==> config.mk <==
export PLATFORM = sky130hd
export DESIGN_NAME = sobel_mac_seq
export DESIGN_NICKNAME = d
export VERILOG_FILES = /design/src/rtl/sobel_mac_seq.sv
export SDC_FILE = /design/constraint.sdc
export NUM_CORES = 1
export LEC_CHECK = 0
export ABC_AREA = 1
export BUFFER_PORTS_ARGS = -buffer_cell sky130_fd_sc_hd__buf_2
export CAP_MARGIN = 20
export CORE_AREA = 2 2 126 128
export CTS_CLUSTER_SIZE = 12
export DETAILED_ROUTE_END_ITERATION = 6
export DIE_AREA = 0 0 128 130
export PLACE_DENSITY = 0.68
export SYNTH_ARGS = -nofsm -noshare
export SYNTH_HDL_FRONTEND = slang
export SYNTH_SLANG_ARGS = --single-unit
==> constraint.sdc <==
create_clock -name clk -period 3.9 [get_ports clk]
set_input_delay 0.585 -clock clk [delete_from_list [all_inputs] [get_ports clk]]
set_output_delay 0.585 -clock clk [all_outputs]
set_load 0.02 [all_outputs]
==> src/rtl/sobel_mac_seq.sv <==
// Sequencer that drives one external registered MAC to compute a 3x3 Sobel
// gradient magnitude: 9 chained taps for Gx, 9 for Gy, then clip(|Gx|+|Gy|).
module sobel_mac_seq #(
  parameter int N     = 16,
  parameter int PIX_W = 8
) (
  input  logic               clk,
  input  logic               rst_n,
  input  logic               in_valid,
  output logic               in_ready,
  input  logic [9*PIX_W-1:0] in_window,
  output logic               out_valid,
  input  logic               out_ready,
  output logic [PIX_W-1:0]   out_data,
  output logic [N-1:0]       mac_a,
  output logic [N-1:0]       mac_b,
  output logic [N-1:0]       mac_c,
  output logic               mac_ce,
  output logic               mac_sclr,
  input  logic [N-1:0]       mac_p
);

  typedef enum logic [2:0] {
    IDLE,
    RUN_X,
    SAVE_X,
    RUN_Y,
    SAVE_Y,
    OUT
  } state_t;

  localparam logic [N-1:0] CM2 = N'(-2);
  localparam logic [N-1:0] CM1 = N'(-1);
  localparam logic [N-1:0] CP1 = N'(1);
  localparam logic [N-1:0] CP2 = N'(2);
  localparam logic [N:0]   PIX_MAX = (N+1)'((1 << PIX_W) - 1);

  state_t             state_q, state_d;
  logic [3:0]         tap_q, tap_d;
  logic [PIX_W-1:0]   pix_q [9];
  logic [PIX_W-1:0]   pix_d [9];
  logic [N-1:0]       gx_q, gx_d;
  logic [PIX_W-1:0]   out_data_q, out_data_d;
  logic               out_valid_q, out_valid_d;
  logic               sclr_q;

  logic [N:0]         gx_ext, gy_ext, abs_x, abs_y, mag;

  function automatic logic [N-1:0] coef_x(input logic [3:0] k);
    case (k)
      4'd0, 4'd6: coef_x = CM1;
      4'd3:       coef_x = CM2;
      4'd2, 4'd8: coef_x = CP1;
      4'd5:       coef_x = CP2;
      default:    coef_x = '0;
    endcase
  endfunction

  function automatic logic [N-1:0] coef_y(input logic [3:0] k);
    case (k)
      4'd0, 4'd2: coef_y = CM1;
      4'd1:       coef_y = CM2;
      4'd6, 4'd8: coef_y = CP1;
      4'd7:       coef_y = CP2;
      default:    coef_y = '0;
    endcase
  endfunction

  // Magnitude is formed one bit wider than the MAC so |-2^(N-1)| cannot wrap.
  always_comb begin
    gx_ext = {gx_q[N-1], gx_q};
    gy_ext = {mac_p[N-1], mac_p};
    abs_x  = gx_ext[N] ? -gx_ext : gx_ext;
    abs_y  = gy_ext[N] ? -gy_ext : gy_ext;
    mag    = abs_x + abs_y;
  end

  always_comb begin
    state_d     = state_q;
    tap_d       = tap_q;
    pix_d       = pix_q;
    gx_d        = gx_q;
    out_data_d  = out_data_q;
    out_valid_d = out_valid_q;
    mac_ce      = 1'b0;
    mac_a       = '0;
    mac_b       = '0;
    mac_c       = '0;

    case (state_q)
      IDLE: begin
        if (in_valid) begin
          for (int k = 0; k < 9; k++) begin
            pix_d[k] = in_window[k*PIX_W +: PIX_W];
          end
          tap_d   = 4'd0;
          state_d = RUN_X;
        end
      end
      RUN_X, RUN_Y: begin
        mac_ce = 1'b1;
        mac_a  = {{(N-PIX_W){1'b0}}, pix_q[tap_q]};
        mac_b  = (state_q == RUN_X) ? coef_x(tap_q) : coef_y(tap_q);
        // Tap 0 starts a fresh sum; later taps chain the previous product.
        mac_c  = (tap_q == 4'd0) ? '0 : mac_p;
        if (tap_q == 4'd8) begin
          tap_d   = 4'd0;
          state_d = (state_q == RUN_X) ? SAVE_X : SAVE_Y;
        end else begin
          tap_d = tap_q + 4'd1;
        end
      end
      SAVE_X: begin
        gx_d    = mac_p;
        tap_d   = 4'd0;
        state_d = RUN_Y;
      end
      SAVE_Y: begin
        out_data_d  = (mag > PIX_MAX) ? {PIX_W{1'b1}} : mag[PIX_W-1:0];
        out_valid_d = 1'b1;
        state_d     = OUT;
      end
      OUT: begin
        if (out_ready) begin
          out_valid_d = 1'b0;
          state_d     = IDLE;
        end
      end
      default: state_d = IDLE;
    endcase
  end

  always_ff @(posedge clk or negedge rst_n) begin
    if (!rst_n) begin
      state_q     <= IDLE;
      tap_q       <= 4'd0;
      gx_q        <= '0;
      out_data_q  <= '0;
      out_valid_q <= 1'b0;
      for (int k = 0; k < 9; k++) begin
        pix_q[k] <= '0;
      end
    end else begin
      state_q     <= state_d;
      tap_q       <= tap_d;
      gx_q        <= gx_d;
      out_data_q  <= out_data_d;
      out_valid_q <= out_valid_d;
      pix_q       <= pix_d;
    end
  end

  // The MAC is only ever cleared by reset; normal sums restart through mac_c.
  always_ff @(posedge clk or negedge rst_n) begin
    if (!rst_n) begin
      sclr_q <= 1'b1;
    end else begin
      sclr_q <= 1'b0;
    end
  end

  assign in_ready  = (state_q == IDLE);
  assign out_valid = out_valid_q;
  assign out_data  = out_data_q;
  assign mac_sclr  = sclr_q;

endmodule

==> flow_summary.toml <==
[timing]
hold_viol_final = 0
drv_slew = 0
min_period_ns = 3.321
setup_viol = 0
finalCritPeriodShare_pct = 85.17
relSlewSlack_pct = 46.08
hold_slack_ns = 0.3219
max_freq_ghz = 0.3011
tns_ns = 0
tightest_slew_ns = 0.8088
rsz0062_at_grt = "false"
clock_skew_ns = 0.01169

[pwr]
total_power_mw = 7.369
pwr-share-seq_pct = 26.2
cellLeakagePower_nw = 4.071
p_comb_share_pct = 61.5
intPower_mw = 3.772
sw_frac_of_total_pct = 48.81
p_switching_mw = 3.597
pwr_density_cell_nw_per_um2 = 938.5
clockPowerShare_pct = 12.3
ir_worst_vdd_mv = 0.4642

[setup_path]
critPathSlowestCell = "dfrtp_1"
crit_buf_inv = 2
end_kind = "register"
crit_type = "reg2reg"
critical_path.top_delay_family = "simple AND/OR/NAND/NOR gates"
cp.depth = 21
worstReg2RegStart = "gx_q[0]"
cp.required_ns = 4.14
cp_max_fo = 8
reg2reg_depth = 21
crit_path_cell_trace = "inv_1 -> ha_1 -> nand3_1 -> nor3_1 -> nand3_1 -> o31ai_2 -> nand2_1 -> xor2_1 -> ha_1 -> nand2_1 -> nor2_1 -> and2_1 -> nand2_1 -> nand2_1 -> nand2_1 -> nand2_1 -> nand2_2 -> nor2_4 -> nand3_1 -> nand2_1 -> inv_1"
worstReg2RegEnd = "out_data[7]"
critPathMostFrequentCell = "nand2_1"
cp-startpoint = "gx_q[0]"
critPathLaunchType = "register"
cp.arrival_ns = 3.56
cp-endpoint = "out_data[7]"
r2r_slack_ns = 0.58
slowest_delay_ns = 0.40

[synthesis]
synthArstFlopShare_pct = 100.0
synth_edf_count = 0
ys.flop_type = "dfrtp_1"
synth-seq-area-share_pct = 38.72
synth_warnings = 0
avgSynthCellArea_um2 = 8.082
yosysUniqueCellTypes = 41
syn_inst = 840
syn-cell-area_um2 = 6789
ys_ff_latch = 105

[die]
io_pins = 152
die_y_um = 130
row_count = 46
die_area_um2 = 16640
core_area_um2 = 15420
start_util_pct = 44.01
die_x_um = 128

[detailed_routing]
viasPerCell = 5.059
drtIter0Drc = 261
wl_per_cell_um = 14.64
vias = 5874
ant_nets = 0
firstDrtPassIters = 5
drc = 0
drt_wl_total_um = 16990

[cts]
clk_latency_ns = 0.35
numCtsBuffers = 9
root_buffer = "clkbuf_16"
path_clk_slew_ns = 0.08
cts_max_level = 3
cts.sinks = 105
cts_buffer_depth = 2
cts_tree = "yes"
cts_setup_buffers = 0
cts-resized-gates = 0
ctsHoldBuffers = 0

[cells_and_area]
final_common_cell = "nand2_1"
layout_common_cells = "161 x nand2_1, 142 x buf_2, 107 x inv_1"
synthToLayoutAreaGrowth_pct = 15.67
diodes = 0
drive_above_1_share_pct = 26.93
final_nets = 1079

[global_routing]
grt-ovfl-total = 0
grt_pass1_vias = 5725
grt_usage_pct = 21.13
grt_pass1_wl_um = 27630
grt_max_degree = 62
antenna_found_initial = 0

[hold_path]
hold_path_class = "in2async"

[placement]
gp_congestion = 0.9172
portBuffers = 143
dp_hpwl_um = 13000

[run_status]
status = "finished clean"

[flow_run]
cap_violations = 0
synth_stat cells, types with 6 or more instances:
master,count,area [µm²]
a21oi_1,19,95.09
buf_4,22,165.2
nor2_1,83,311.6
nand4_1,10,62.56
mux2_2,70,788.3
a41oi_1,6,52.55
o221ai_1,7,61.31
ha_1,22,275.3
dfrtp_1,104,2603
inv_1,107,401.6
nor3_1,28,140.1
nand2_1,162,608.1
buf_6,6,67.56
clkbuf_1,19,71.32
xor2_1,28,245.2
nand3_1,37,185.2
o21ai_0,66,330.3
state kept, by name, summed over array words and instances, names as in the netlist:
signal     flops
gx_q          16
out_data       8
pix_q         72
tap_q          4
out_valid      1
state_q        3
mac_sclr       1
per-layer routing:
layer,up-vias,part of all wire [%],track usage [%]
li1,2957,-,-
met1,2725,42,24.93
met2,162,49,37.15
met3,30,5.7,5.166
met4,0,3.1,8.662
met5,-,0,0
cell families after synthesis:
family	count (synthesis)	share of synthesized area, %
xor+xnor	30	3.870
mux	70	11.61
buf+inv	162	10.91
simple gates	342	21.58
compound gates	107	8.902
fa+ha+maj	23	4.349
other cells	1	0.05524
flops	105	38.72
per-stage QoR:
step	cell area [µm²]	util [%]	std cells	worst slack (ns)
4_1_cts	7853	50.91	1161	0.5448
3_5_place_dp	7553	48.97	1145	0.2189
2_1_floorplan	6819	-	848	0.5874
3_3_place_gp	7553	48.97	1145	0.2877
6_report	7853	50.91	1161	0.5785
5_1_grt	7853	50.91	1161	0.1207
worst reg2reg max path, delay by kind of cell (launching register included):
| family | cells | cell delay, ns |
|---|---|---|
| AND/OR/NAND/NOR | 15 | 1.67 |
| adder cells (fa/ha/maj) | 2 | 0.55 |
| flip-flops | 1 | 0.40 |
| AO/OA/AOI/OAI | 1 | 0.30 |
| XOR/XNOR | 1 | 0.17 |
| buffers and inverters | 2 | 0.13 |
power by group through the flow:
stage | sequential [mW] | clock, mW | combinational (mW)
floorplan | 1.87 | 0 | 3.58
global placement | 1.93 | 0 | 4.49
detailed placement | 1.94 | 0 | 4.54
CTS | 1.93 | 0.933 | 4.56
global route | 2.00 | 0.978 | 5.11
finish | 1.93 | 0.906 | 4.53
worst min-delay path by stage:
stage | slack [ns] | end | cells after the start | from
6_report | 0.32 | gx_q[13] | 1 | rst_n
5_1_grt | 0.38 | out_data[1] | 1 | rst_n
4_1_cts | 0.35 | gx_q[13] | 1 | rst_n
3_5_place_dp | 0.48 | out_valid | 2 | out_valid
3_3_place_gp | 0.48 | out_valid | 2 | out_valid
2_1_floorplan | 0.29 | gx_q[0] | 0 | rst_n
cell type report:
| cell class | instances | area [µm²] |
|---|---|---|
| Clock inverter | 6 | 60.06 |
| Clock buffer | 10 | 239.0 |
| Fill cell | 1531 | 7572 |
| Inverter | 111 | 416.7 |
| Multi-Input combinational cell | 581 | 3452 |
| Sequential cell | 105 | 2629 |
| Timing Repair Buffer | 156 | 815.8 |
| Tap cell | 192 | 240.2 |
Power figures use the tool's default switching activity.
